### src/rtl/if_stage_if.sv
// Instruction-memory request/response bus between the fetch stage and imem.
// One request outstanding at a time: req/ready accept, rvalid/rdata return.
interface if_stage_if #(
  parameter int ADDR_WIDTH = 32,
  parameter int INST_WIDTH = 32
);
  logic                  imem_req;
  logic [ADDR_WIDTH-1:0] imem_addr;
  logic                  imem_ready;
  logic                  imem_rvalid;
  logic [INST_WIDTH-1:0] imem_rdata;

  modport master (
    output imem_req,
    output imem_addr,
    input  imem_ready,
    input  imem_rvalid,
    input  imem_rdata
  );

  modport slave (
    input  imem_req,
    input  imem_addr,
    output imem_ready,
    output imem_rvalid,
    output imem_rdata
  );
endinterface

### src/rtl/if_stage.sv
// Instruction fetch with IF/ID pipeline register, one-entry skid buffer for
// responses that land during a stall, and redirect/flush from branch resolution.
module if_stage #(
  parameter int                    ADDR_WIDTH     = 32,
  parameter int                    INST_WIDTH     = 32,
  parameter int                    REG_ADDR_WIDTH = 5,
  parameter int                    OPCODE_WIDTH   = 7,
  parameter logic [ADDR_WIDTH-1:0] RESET_PC       = '0,
  parameter logic [INST_WIDTH-1:0] NOP_INST       = 32'h0000_0013
) (
  input  logic                      clk,
  input  logic                      rst,
  input  logic                      stall_in,
  input  logic                      redirect_valid,
  input  logic [ADDR_WIDTH-1:0]     redirect_pc,
  if_stage_if.master                imem,
  output logic                      if_id_valid,
  output logic [ADDR_WIDTH-1:0]     if_id_pc,
  output logic [INST_WIDTH-1:0]     if_id_inst,
  output logic [REG_ADDR_WIDTH-1:0] if_id_rs1,
  output logic [REG_ADDR_WIDTH-1:0] if_id_rs2,
  output logic [REG_ADDR_WIDTH-1:0] if_id_rd,
  output logic [OPCODE_WIDTH-1:0]   if_id_opcode
);

  typedef enum logic [1:0] {
    S_REQ  = 2'd0,
    S_WAIT = 2'd1,
    S_HOLD = 2'd2,
    S_DROP = 2'd3
  } state_t;

  state_t                  state_q, state_d;
  logic [ADDR_WIDTH-1:0]   pc_q, pc_d;
  logic                    skid_valid_q, skid_valid_d;
  logic [ADDR_WIDTH-1:0]   skid_pc_q, skid_pc_d;
  logic [INST_WIDTH-1:0]   skid_inst_q, skid_inst_d;
  logic                    ifid_valid_q, ifid_valid_d;
  logic [ADDR_WIDTH-1:0]   ifid_pc_q, ifid_pc_d;
  logic [INST_WIDTH-1:0]   ifid_inst_q, ifid_inst_d;
  logic                    accept;
  logic [ADDR_WIDTH-1:0]   pc_plus4;

  assign accept   = (state_q == S_REQ) && imem.imem_ready;
  assign pc_plus4 = pc_q + ADDR_WIDTH'(4);

  always_ff @(posedge clk) begin
    if (rst) begin
      state_q      <= S_REQ;
      pc_q         <= RESET_PC;
      skid_valid_q <= 1'b0;
      skid_pc_q    <= '0;
      skid_inst_q  <= NOP_INST;
      ifid_valid_q <= 1'b0;
      ifid_pc_q    <= '0;
      ifid_inst_q  <= NOP_INST;
    end else begin
      state_q      <= state_d;
      pc_q         <= pc_d;
      skid_valid_q <= skid_valid_d;
      skid_pc_q    <= skid_pc_d;
      skid_inst_q  <= skid_inst_d;
      ifid_valid_q <= ifid_valid_d;
      ifid_pc_q    <= ifid_pc_d;
      ifid_inst_q  <= ifid_inst_d;
    end
  end

  always_comb begin
    state_d      = state_q;
    pc_d         = pc_q;
    skid_valid_d = skid_valid_q;
    skid_pc_d    = skid_pc_q;
    skid_inst_d  = skid_inst_q;
    ifid_valid_d = ifid_valid_q;
    ifid_pc_d    = ifid_pc_q;
    ifid_inst_d  = ifid_inst_q;

    // ID consumes IF/ID every unstalled cycle; a bubble shows the NOP.
    if (!stall_in) begin
      ifid_valid_d = 1'b0;
      ifid_inst_d  = NOP_INST;
    end

    unique case (state_q)
      S_REQ: begin
        if (accept) state_d = S_WAIT;
      end
      S_WAIT: begin
        if (imem.imem_rvalid) begin
          pc_d = pc_plus4;
          if (!stall_in) begin
            ifid_valid_d = 1'b1;
            ifid_pc_d    = pc_q;
            ifid_inst_d  = imem.imem_rdata;
            state_d      = S_REQ;
          end else begin
            skid_valid_d = 1'b1;
            skid_pc_d    = pc_q;
            skid_inst_d  = imem.imem_rdata;
            state_d      = S_HOLD;
          end
        end
      end
      S_HOLD: begin
        if (!stall_in && skid_valid_q) begin
          ifid_valid_d = 1'b1;
          ifid_pc_d    = skid_pc_q;
          ifid_inst_d  = skid_inst_q;
          skid_valid_d = 1'b0;
          state_d      = S_REQ;
        end
      end
      S_DROP: begin
        if (imem.imem_rvalid) state_d = S_REQ;
      end
      default: state_d = S_REQ;
    endcase

    // Redirect overrides stall and every FSM action above.
    if (redirect_valid) begin
      pc_d         = redirect_pc;
      ifid_valid_d = 1'b0;
      ifid_inst_d  = NOP_INST;
      skid_valid_d = 1'b0;
      unique case (state_q)
        S_REQ:   state_d = accept ? S_DROP : S_REQ;
        S_WAIT:  state_d = imem.imem_rvalid ? S_REQ : S_DROP;
        S_HOLD:  state_d = S_REQ;
        S_DROP:  state_d = imem.imem_rvalid ? S_REQ : S_DROP;
        default: state_d = S_REQ;
      endcase
    end
  end

  assign imem.imem_req  = (state_q == S_REQ);
  assign imem.imem_addr = pc_q;

  assign if_id_valid  = ifid_valid_q;
  assign if_id_pc     = ifid_pc_q;
  assign if_id_inst   = ifid_inst_q;
  assign if_id_rs1    = ifid_inst_q[19:15];
  assign if_id_rs2    = ifid_inst_q[24:20];
  assign if_id_rd     = ifid_inst_q[11:7];
  assign if_id_opcode = ifid_inst_q[6:0];

endmodule

### src/flat_wrapper.sv
// flat-port wrapper written by rule: the top's interface ports become plain ports
module if_stage_flat 
#(
  parameter int                    ADDR_WIDTH     = 32,
  parameter int                    INST_WIDTH     = 32,
  parameter int                    REG_ADDR_WIDTH = 5,
  parameter int                    OPCODE_WIDTH   = 7,
  parameter logic [ADDR_WIDTH-1:0] RESET_PC       = '0,
  parameter logic [INST_WIDTH-1:0] NOP_INST       = 32'h0000_0013
)
  (clk, rst, stall_in, redirect_valid, redirect_pc, if_id_valid, if_id_pc, if_id_inst, if_id_rs1, if_id_rs2, if_id_rd, if_id_opcode, imem_imem_req, imem_imem_addr, imem_imem_ready, imem_imem_rvalid, imem_imem_rdata);
  if_stage_if #(.ADDR_WIDTH(ADDR_WIDTH), .INST_WIDTH(INST_WIDTH)) imem_i ();
  input  logic clk;
  input  logic rst;
  input  logic stall_in;
  input  logic redirect_valid;
  input  logic [ADDR_WIDTH-1:0] redirect_pc;
  output logic if_id_valid;
  output logic [ADDR_WIDTH-1:0] if_id_pc;
  output logic [INST_WIDTH-1:0] if_id_inst;
  output logic [REG_ADDR_WIDTH-1:0] if_id_rs1;
  output logic [REG_ADDR_WIDTH-1:0] if_id_rs2;
  output logic [REG_ADDR_WIDTH-1:0] if_id_rd;
  output logic [OPCODE_WIDTH-1:0] if_id_opcode;
  output wire logic [$bits(imem_i.imem_req)-1:0] imem_imem_req;
  output wire logic [$bits(imem_i.imem_addr)-1:0] imem_imem_addr;
  input wire logic [$bits(imem_i.imem_ready)-1:0] imem_imem_ready;
  input wire logic [$bits(imem_i.imem_rvalid)-1:0] imem_imem_rvalid;
  input wire logic [$bits(imem_i.imem_rdata)-1:0] imem_imem_rdata;
  assign imem_imem_req = imem_i.imem_req;
  assign imem_imem_addr = imem_i.imem_addr;
  assign imem_i.imem_ready = imem_imem_ready;
  assign imem_i.imem_rvalid = imem_imem_rvalid;
  assign imem_i.imem_rdata = imem_imem_rdata;
  if_stage #(.ADDR_WIDTH(ADDR_WIDTH), .INST_WIDTH(INST_WIDTH), .REG_ADDR_WIDTH(REG_ADDR_WIDTH), .OPCODE_WIDTH(OPCODE_WIDTH), .RESET_PC(RESET_PC), .NOP_INST(NOP_INST)) u_core (.clk(clk), .rst(rst), .stall_in(stall_in), .redirect_valid(redirect_valid), .redirect_pc(redirect_pc), .imem(imem_i), .if_id_valid(if_id_valid), .if_id_pc(if_id_pc), .if_id_inst(if_id_inst), .if_id_rs1(if_id_rs1), .if_id_rs2(if_id_rs2), .if_id_rd(if_id_rd), .if_id_opcode(if_id_opcode));
endmodule
### config.mk
export PLATFORM = sky130hd
export DESIGN_NAME = if_stage_flat
export DESIGN_NICKNAME = d
export VERILOG_FILES = /design/src/rtl/if_stage_if.sv /design/src/rtl/if_stage.sv /design/src/flat_wrapper.sv
export SDC_FILE = /design/constraint.sdc
export NUM_CORES = 1
export LEC_CHECK = 0
export ABC_AREA = 1
export CAP_MARGIN = 10
export CORE_UTILIZATION = 35
export DETAILED_ROUTE_END_ITERATION = 7
export PLACE_DENSITY_LB_ADDON = 0.3
export SYNTH_ARGS = -nofsm -noshare
export SYNTH_HDL_FRONTEND = slang
export SYNTH_SLANG_ARGS = --single-unit
### constraint.sdc
create_clock -name clk -period 1.69 [get_ports clk]
set_input_delay 0.338 -clock clk [delete_from_list [all_inputs] [get_ports clk]]
set_output_delay 0.338 -clock clk [all_outputs]
set_load 0.1 [all_outputs]
After elaboration in Yosys (flattened, before gate mapping)
Cells that the tools add are included.
{"block": "totals", "register_bits": 164, "input_bits": 70, "word_cells": 65}
{"block": "classes", "n_addsub": 1, "n_eq_ne": 11, "muxes": 31, "n_reduce_logical": 14}
{"cell": "32-bit 2-to-1 mux", "n": 10}
{"cell": "32-bit one-hot mux with 2 select lines", "n": 2}
{"cell": "32-bit by 3-bit adder with 32-bit output (second input constant)", "n": 1}
{"cell": "2-bit 2-to-1 mux", "n": 8}
{"cell": "4-bit AND reduction", "n": 3}
{"cell": "2-bit one-hot mux with 4 select lines", "n": 1}
{"cell": "1-bit 2-to-1 mux", "n": 7}
{"cell": "2-bit != test (second input constant)", "n": 3}
{"cell": "3-bit by 2-bit != test with 1-bit output (second input constant)", "n": 2}
{"cell": "3-bit != test (second input constant)", "n": 2}
{"cell": "2-bit one-hot mux with 3 select lines", "n": 1}
{"cell": "2-bit nonzero test", "n": 3}
{"cell": "2-bit == test (second input constant)", "n": 2}
{"cell": "1-bit one-hot mux with 2 select lines", "n": 2}
{"cell": "2-bit OR reduction", "n": 2}
{"cell": "3-bit AND reduction", "n": 1}
{"cell": "2-bit by 1-bit == test with 1-bit output (second input constant)", "n": 1}
{"cell": "1-bit logical AND", "n": 2}
{"cell": "2-bit logical NOT", "n": 1}
{"cell": "2-bit by 1-bit != test with 1-bit output (second input constant)", "n": 1}
{"cell": "2-bit AND reduction", "n": 1}
{"cell": "1-bit logical NOT", "n": 1}

Longest topological paths before layout
Gate-level depths: netlist of run 1.
{"block": "logic_depth", "ltp_word": 5, "ltp_mapped": 12, "mapped_depth_nobuf": 11}

Worst setup path before layout of run 1
OpenSTA, ideal clock, no wires.
{"block": "synth_path", "kind": "reg2reg", "from": "register u_core.pc_q[3], in the netlist u_core.imem.imem_addr[3]", "to": "register u_core.pc_q[30], in the netlist u_core.imem.imem_addr[30]", "setup_time_ps": 113, "arrival_time_ps": 2182, "slack_ps": -606, "stages_incl_launch_ff": 11, "n_path_buf": 0, "period_less_slack_ps": 2296, "path_cell_list": "dfxtp_1 ha_1 nand2_1 nor2_2 nand2_4 nor2_4 nand3b_1 nand2_1 nand2_1 o21ai_1 inv_1"}
{"block": "synth_between", "elab_chain_cells": 4}
{"item": "from (decl)", "line": "if_stage.sv:34", "text": "logic [ADDR_WIDTH-1:0] pc_q, pc_d;"}
{"item": "from (signal assigned)", "line": "if_stage.sv:59", "text": "pc_q <= pc_d;"}
{"item": "32-bit by 3-bit adder with 32-bit output", "line": "if_stage.sv:45", "text": "assign pc_plus4 = pc_q + ADDR_WIDTH'(4);"}
{"item": "32-bit 2-to-1 mux", "line": "if_stage.sv:90", "text": "if (imem.imem_rvalid) begin"}
{"item": "32-bit 2-to-1 mux", "line": "if_stage.sv:85", "text": "unique case (state_q)"}
{"item": "32-bit 2-to-1 mux", "line": "if_stage.sv:121", "text": "if (redirect_valid) begin"}
No other way between the ends. The select of a mux whose other input is x is not followed.
A chain may end at the register's enable or synchronous reset.

Worst setup path after layout of run 1
{"block": "layout_path", "from": "register u_core.state_q[1]", "to": "register u_core.skid_pc_q[0]"}
{"block": "layout_between", "elab_chain_cells": 2}
{"item": "from (decl)", "line": "if_stage.sv:33", "text": "state_t state_q, state_d;"}
{"item": "from (signal assigned)", "line": "if_stage.sv:58", "text": "state_q <= state_d;"}
{"item": "2-bit by 1-bit == test with 1-bit output", "line": "if_stage.sv:85"}
{"item": "3-bit AND reduction (no line)"}
{"item": "to (signal assigned)", "line": "if_stage.sv:61", "text": "skid_pc_q <= skid_pc_d;"}
{"item": "to (decl)", "line": "if_stage.sv:36", "text": "logic [ADDR_WIDTH-1:0] skid_pc_q, skid_pc_d;"}
No other way between the ends.

==> results of run 1 <==
==> final timing paths <==
check	start	endpoint	slack, ns	cells past startpoint
setup / recovery	u_core.state_q[1]	u_core.skid_pc_q[0]	0.06	8
hold / removal	u_core.skid_inst_q[21]	u_core.skid_inst_q[21]	0.45	2
setup reg to reg	u_core.state_q[1]	u_core.skid_pc_q[0]	0.06	8
hold reg to reg	u_core.skid_inst_q[21]	u_core.skid_inst_q[21]	0.45	2
==> worst min-delay path: stages (launching register included) <==
cell and delay [ns]:
dfxtp_1 0.30, inv_1 0.05, a21oi_1 0.05
==> report_power, final <==
| group | total (mW) | switching (mW) | internal [mW] |
|---|---|---|---|
| combinational | 11.8 | 7.62 | 4.18 |
| clock | 3.93 | 1.82 | 2.11 |
| sequential | 5.40 | 0.787 | 4.62 |
==> cells in the mapped netlist (2+ instances only) <==
| cell type | count |
|---|---|
| a21oi_1 | 117 |
| a21oi_2 | 3 |
| a22oi_1 | 2 |
| a31oi_1 | 7 |
| and2_1 | 2 |
| buf_1 | 4 |
| buf_2 | 33 |
| buf_4 | 23 |
| clkbuf_1 | 36 |
| dfxtp_1 | 164 |
| ha_1 | 6 |
| inv_1 | 149 |
| inv_2 | 6 |
| nand2_1 | 333 |
| nand2_2 | 7 |
| nand2_4 | 2 |
| nand3_1 | 97 |
| nand3_2 | 2 |
| nand3b_1 | 2 |
| nand4_1 | 4 |
| nor2_1 | 41 |
| nor2_2 | 4 |
| nor2_4 | 6 |
| nor3_1 | 3 |
| o211ai_1 | 2 |
| o21ai_0 | 172 |
| o21ai_1 | 11 |
| o221ai_1 | 2 |
| xor2_1 | 8 |
==> metrics by stage <==
step | TNS (ns) | cells
after floorplan | 0 | 1256
after global placement | -22.01 | 1735
after detailed placement | -31.08 | 1735
after CTS | 0 | 1769
after global routing | -0.00530 | 1771
final | 0 | 1771
==> layout make-up <==
type                       count  area, sq um  area share (%)
antenna                        1         2.50          0.0196
inverter                     156          589            4.62
clock inverter                15          168            1.31
multi-input combinational    840         4060            31.8
sequential                   164         3360            26.4
clock buffer                  17          425            3.34
tap                          319          399            3.13
timing repair buffer         259         3740            29.4
==> layer usage <==
layer	wire length, um	vias to the layer above	global-route usage [%]
met5	0	-	0
met4	580	0	7.52
met3	1590	35	3.90
met2	11800	279	33.2
met1	12000	3963	29.8
li1	-	4386	-
==> registers in the layout, summed over array words and instances (netlist names) <==
signal / flops
u_core.skid_pc_q: 32
u_core.state_q: 2
u_core.skid_valid_q: 1
u_core.if_id_inst: 32
u_core.skid_inst_q: 32
u_core.imem.imem_addr: 32
u_core.if_id_valid: 1
u_core.if_id_pc: 32
==> repair_timing <==
action,in CTS,in global routing
setup endpoints to repair,93,43
pin swaps,0,2
gates resized for setup,8,6
gates cloned,0,0
setup buffers,2,1
==> kinds of logic (layout without fill, tap and decap cells) <==
logic type	after synthesis	count (layout)	share of synthesized area [%]
XOR/XNOR	9	9	0.947
AO/OA/AOI/OAI	319	319	19.8
AND/OR/NAND/NOR	506	506	26.0
buffers and inverters	252	447	12.9
flip-flops	164	164	39.4
other	0	1	0
adder cells (fa/ha/maj)	6	6	0.901
==> impl_metrics.tcl, run 1 <==
set metrics [dict create \
    worstSkewPairLatency_ns 0.43 \
    grt_pass1_vias 7947 \
    tritoncts "yes" \
    ys_ff_latch 164 \
    die_x_um 156 \
    hold_buffers 0 \
    crit_chain "inv_2, ha_4, nand2_2, nor2_4, inv_2, buf_4, o21ai_0, a21oi_1" \
    placed_area_sq_mm 0.0121 \
    hold_viol 0 \
    fin_hold_ws_ns 0.446 \
    synth.avg_cell_area_sq_um 6.63 \
    fmax_ghz 0.614 \
    core_sq_mm 0.0234 \
    drtIter0Drc 643 \
    routed_wl_um 26000 \
    critPathMaxStageDelay_ns 0.35 \
    p_leak_nw 5.34 \
    finClkSkew_ns 0.0117 \
    finish.instance_area_sq_mm 0.0128 \
    finalSetupViolations 0 \
    setup_ws_ns 0.0617 \
    most-common-layout-cells "332 x nand2_1, 171 x o21ai_0, 145 x inv_1" \
    cpMostUsedCell "inv_2" \
    fillers 2161 \
    synth_fp_nets 1332 \
    cts_made_buffers 17 \
    outcome "finished, final reports clean" \
    finalPower_mw 21.1 \
    arrival_ns 1.93 \
    grt_max_degree 56 \
    grt_pass1_wl_um 41100 \
    yosys.area.top_type_share_pct 39.4 \
    critPathKind "reg2reg" \
    ys_warn_count 0 \
    ys_top_cells_by_area "dfxtp_1 39%, nand2_1 15%, o21ai_0 10%" \
    syn_to_final_growth_pct 53.1 \
    async_flop_share_pct 0 \
    min_path_type "reg2reg" \
    die_h_um 156 \
    relSlewSlack_pct 76.1 \
    antenna_found_initial 1 \
    yosysTopAreaCell "dfxtp_1" \
    worst-path-buf-inv 3 \
    drive_gt1_share_pct 22.1 \
    synth.cell_area_sq_mm 0.00833 \
    post_drt_via_cell_ratio 4.89 \
    drt-pass1-iter-count 5 \
    rows 56 \
    place.gp.congestion 0.883 \
    slowest_stage "dfxtp_2" \
    maxCapViolCount 0 \
    drc 0 \
    numPortBuffers 189 \
    rsz0062_at_grt "yes" \
    vias 8663 \
    cp-start-kind "flip-flop" \
    required_ns 2.00 \
    layout_commonest_cell "nand2_1" \
    nNetsFinal 1514 \
    final_antenna_net_count 0 \
    root_buffer "clkbuf_16" \
    ys.flop_type "dfxtp_1" \
    ys_types 37 \
    vdd_drop_max_v 0.000646 \
    synth-edff-count 0 \
    overflow 0 \
    syn-instance-count 1256 \
    drv_slew 0 \
    clk_pin_slew_ns 0.08 \
    finalCritPeriodShare_pct 96.4 \
    start_util_pct 35.6 \
    cpLargestDelayFamily "buffers and inverters" \
    dp_hpwl_um 19200 \
    dp_slack_ns -0.293 \
    grt_usage_pct 21.5 \
    fin_crit_ns 1.63 \
    cts_sinks 164 \
    end_kind "flip-flop" \
    seq_area_frac_synth_pct 39.4 \
    worstPathMaxFanout 18 \
    cts_buffer_depth 2 \
    fin_util_pct 54.5 \
    io_pins 190 \
    tightest_slew_ns 0.357 \
    power.density_mw_per_mm2 1660 \
    htreeDepth 4 \
    die-area_sq_mm 0.0244 \
    avgRoutedWirePerCell_um 14.7 \
]
No activity file was read; power rests on OpenSTA's default activity.
==> run 2, diff against run 1 <==
- CORE_MARGIN: unset -> 4
==> impl_metrics.tcl, run 2 (synthesis gave the netlist of run 1 again) <==
set metrics [dict create \
    hold_end "u_core.skid_inst_q[22]" \
    io_pins 190 \
    nNetsFinal 1508 \
    root_buffer "clkbuf_16" \
    tritoncts "yes" \
    rows 56 \
    fillers 2131 \
    cp-start-kind "flip-flop" \
    core_sq_mm 0.0235 \
    critPathKind "reg2out" \
    post_drt_via_cell_ratio 4.87 \
    layout_commonest_cell "nand2_1" \
    relSlewSlack_pct 78.0 \
    r2r_cells 6 \
    die_x_um 162 \
    vdd_drop_max_v 0.000720 \
    worstPathMaxFanout 4 \
    final_antenna_net_count 0 \
    die_h_um 162 \
    arrival_ns 1.29 \
    dp_hpwl_um 19100 \
    grt_max_degree 56 \
    finish.instance_area_sq_mm 0.0127 \
    fin_crit_ns 1.62 \
    placed_area_sq_mm 0.0121 \
    drt-pass1-iter-count 6 \
    hold_viol 0 \
    drive_gt1_share_pct 21.6 \
    finalSetupViolations 0 \
    min_path_type "reg2reg" \
    antenna_cells 0 \
    drc 0 \
    avgRoutedWirePerCell_um 14.7 \
    power.density_mw_per_mm2 1650 \
    antenna_found_initial 0 \
    worstSkewPairLatency_ns 0.44 \
    timing.rr.end "u_core.if_id_pc[7]" \
    required_ns 1.35 \
    slowest_stage "dfxtp_2" \
    tightest_slew_ns 0.327 \
    most-common-layout-cells "332 x nand2_1, 170 x o21ai_0, 145 x inv_1" \
    finalCritPeriodShare_pct 96.1 \
    grt_pass1_vias 8083 \
    p_leak_nw 5.32 \
    place.gp.congestion 0.885 \
    hold_buffers 0 \
    die-area_sq_mm 0.0263 \
    drtIter0Drc 688 \
    r2r_start "u_core.state_q[0]" \
    hold_depth 2 \
    maxCapViolCount 0 \
    cts_buffer_depth 2 \
    overflow 0 \
    critPathMaxStageDelay_ns 0.35 \
    cts_sinks 164 \
    grt_pass1_wl_um 41700 \
    drv_slew 0 \
    crit_chain "inv_2, ha_4, buf_12" \
    cts_made_buffers 17 \
    grt_usage_pct 19.5 \
    end_kind "output port" \
    min_from "u_core.skid_inst_q[22]" \
    cp-startpoint "u_core.state_q[0]" \
    htreeDepth 4 \
    routed_wl_um 25900 \
    clk_pin_slew_ns 0.07 \
    finClkSkew_ns 0.0127 \
    outcome "finished, final reports clean" \
    vias 8594 \
    reg2reg_setup_slack_ns 0.14 \
    syn_to_final_growth_pct 52.9 \
    numPortBuffers 189 \
    setup_tns_ns 0 \
    fmax_ghz 0.616 \
    start_util_pct 35.5 \
    finalPower_mw 21.0 \
]
run 2: cell types whose count changed in the layout (fill, tap and decap cells not counted), moves of 2 or more:
cell      change
buf_12        +3
buf_4         -9
clkinv_2      +2
clkinv_4      +2
inv_6         -2
inv_8         -4
run 2: critical path: cells and delay by family (launching register included):
kind                       cells  cell delay [ns]
buffers and inverters          2             0.31
adders and majority gates      1             0.19
DFF                            1             0.35
run 2: metrics by stage:
stage	std cells	setup WS [ns]	hold slack, ns	util, %
6_report	1764	0.0662	0.445	54.2
3_3_place_gp	1729	-0.198	0.432	51.4
3_5_place_dp	1729	-0.237	0.437	51.4
5_1_grt	1764	-0.00309	0.464	54.2
4_1_cts	1761	0.00611	0.446	53.9
2_1_floorplan	1256	0.00272	0.424	-
run 2: layer usage:
metal	track usage (%)	up-vias	wire length, um	part of all wire (%)
met5	0	-	0	0
met4	5.77	0	454	1.8
met3	3.91	29	1470	5.7
met2	29.6	256	11700	45
met1	28.0	3947	12300	47
li1	-	4362	-	-
run 2: what timing repair did:
item                       CTS  global route
buffers inserted             0             3
setup endpoints to repair   69           121
pin swaps                    0             1
gates resized for setup      4            11
gates cloned                 0             0
run 2: worst max path at each step:
stage	to	slack, ns	cells after the start
2_1_floorplan	u_core.imem.imem_addr[30]	0.003	9
3_3_place_gp	u_core.if_id_pc[27]	-0.20	8
3_5_place_dp	u_core.if_id_pc[27]	-0.24	8
4_1_cts	u_core.imem.imem_addr[30]	0.006	11
5_1_grt	u_core.imem.imem_addr[30]	-0.003	10
6_report	imem_imem_req	0.07	3
run 2: layout make-up:
type	count	area (sq um)	share of cell area, %
clock buffer	18	429	3.37
clock inverter	14	154	1.21
inverter	156	592	4.65
multi-input combinational	840	4060	31.9
sequential	164	3360	26.4
tap	319	399	3.14
timing repair buffer	253	3740	29.3
run 2: power by group:
part           internal [mW]  leakage (nW)  switching (mW)
clock                   2.19         0.277            1.67
combinational           4.18          3.69            7.61
sequential              4.62          1.36           0.767
total                   11.0          5.32            10.1
==> run 3, diff against run 2 <==
==> constraint.sdc (replaced) <==
create_clock -name clk -period 1.69 [get_ports clk]
set_input_delay 0.338 -clock clk [delete_from_list [all_inputs] [get_ports clk]]
set_output_delay 0.338 -clock clk [all_outputs]
set_load 0.005 [all_outputs]
==> impl_metrics.tcl, run 3 (synthesis gave the netlist of run 1 again) <==
set metrics [dict create \
    cp-start-kind "flip-flop" \
    relSlewSlack_pct 75.1 \
    core_sq_mm 0.0235 \
    avgRoutedWirePerCell_um 14.8 \
    numPortBuffers 189 \
    worst-path-buf-inv 1 \
    crit_chain "clkdlybuf4s50_1" \
    drtIter0Drc 725 \
    post_drt_via_cell_ratio 4.84 \
    required_ns 1.35 \
    cts_made_buffers 17 \
    worstPathMaxFanout 5 \
    r2r_cells 8 \
    rows 56 \
    routed_wl_um 26500 \
    critPathMaxStageDelay_ns 0.50 \
    finalPower_mw 15.6 \
    tritoncts "yes" \
    finalNonFillerCells 1790 \
    fin_util_pct 50.5 \
    drc 0 \
    htreeDepth 4 \
    timing.rr.end "u_core.if_id_pc[30]" \
    gr-usage-met1_pct 28.8 \
    grtUsageMet2_pct 29.6 \
    maxCapViolCount 0 \
    cts_sinks 164 \
    root_buffer "clkbuf_16" \
    met3_usage_pct 4.14 \
    p_leak_nw 5.19 \
    hold_buffers 0 \
    cts_buffer_depth 2 \
    min_path_type "reg2reg" \
    dp_cells 1743 \
    final_antenna_net_count 0 \
    dp_slack_ns -0.223 \
    place.gp.congestion 0.873 \
    die_h_um 162 \
    cp-startpoint "u_core.imem.imem_addr[23]" \
    antenna_found_initial 0 \
    syn_to_final_growth_pct 42.4 \
    nNetsFinal 1534 \
    cpLargestDelayFamily "buffers and inverters" \
    finClkSkew_ns 0.0108 \
    vias 8667 \
    drt-pass1-iter-count 5 \
    crit_path_end "imem_imem_addr[23]" \
    r2r_start "u_core.state_q[1]" \
    drive_gt1_share_pct 14.4 \
    finalSetupViolations 0 \
    dp_hpwl_um 18900 \
    antenna_cells 0 \
    die-area_sq_mm 0.0263 \
    die_x_um 162 \
    arrival_ns 1.32 \
    fin_crit_ns 1.66 \
    most-common-layout-cells "331 x nand2_1, 169 x o21ai_0, 162 x clkdlybuf4s50_1" \
    drv_slew 0 \
    setup_tns_ns 0 \
    grt_pass1_wl_um 42000 \
    layout_commonest_cell "nand2_1" \
    io_pins 190 \
    grt_pass1_vias 8022 \
    reg2reg_setup_slack_ns 0.10 \
    vdd_drop_max_v 0.000665 \
    clk_pin_slew_ns 0.07 \
    power.density_mw_per_mm2 1310 \
    grt_usage_pct 19.8 \
    worstSkewPairLatency_ns 0.43 \
    grt_busiest_layer "met2" \
    tightest_slew_ns 0.373 \
    grt_max_degree 56 \
    critical_path_depth 1 \
    hold_viol 0 \
    finalCritPeriodShare_pct 98.0 \
    overflow 0 \
    slowest_stage "clkdlybuf4s50_1" \
    start_util_pct 35.5 \
    fmax_ghz 0.604 \
    critPathKind "reg2out" \
    end_kind "output port" \
    setup_ws_ns 0.0346 \
    outcome "finished, final reports clean" \
]
## run 3: cell types whose count changed in the layout (fill, tap and decap cells not counted), sizes merged, moves of 2 or more
cell           before  now
dlymetal6s2s        0   17
clkinvlp            4    6
clkdlybuf4s50      69  162
dlygate4sd2         0    9
clkbuf             18   20
clkinv              7    3
buf               184   90
## run 3: repair_timing
action / CTS / global route
setup buffers: 5 / 9
cloned: 1 / 0
pin swaps: 1 / 4
gates resized for setup: 58 / 58
endpoints found under the setup margin: 48 / 104
## run 3: routing by layer
layer / vias up / routed length [um]
li1: 4427 / -
met1: 3926 / 13000
met2: 283 / 11500
met3: 31 / 1530
met4: 0 / 461
met5: - / 0
## run 3: per-stage QoR
step                cell area, sq um  hold slack [ns]
detailed placement             10900            0.436
floorplan                       8330            0.424
CTS                            11600            0.446
global placement               10900            0.432
finish                         11900            0.441
global route                   11900            0.460
## run 3: worst min path at each step
stage,from,end,slack (ns),cells after the start
global route,u_core.if_id_pc[0],u_core.if_id_pc[0],0.46,2
global placement,u_core.skid_pc_q[1],u_core.skid_pc_q[1],0.43,2
detailed placement,u_core.if_id_pc[7],u_core.if_id_pc[7],0.44,2
floorplan,u_core.skid_inst_q[31],u_core.skid_inst_q[31],0.42,2
CTS,u_core.if_id_pc[0],u_core.if_id_pc[0],0.45,2
finish,u_core.if_id_pc[4],u_core.if_id_pc[4],0.44,2
## run 3: where the power goes
group          total (mW)  internal (mW)  switching (mW)  leakage (nW)
Clock                3.83           2.13            1.70         0.266
Sequential           5.02           4.60           0.417          1.36
Combinational        6.73           3.23            3.50          3.56
Total                15.6           9.96            5.62          5.19
## run 3: final cells by class
| class | count | area [sq um] |
|---|---|---|
| fill | 2270 | 11600 |
| multi-input combinational | 840 | 4060 |
| sequential | 164 | 3390 |
| timing repair buffer | 279 | 2850 |
| inverter | 156 | 594 |
| clock buffer | 20 | 457 |
| tap | 319 | 399 |
| clock inverter | 12 | 120 |
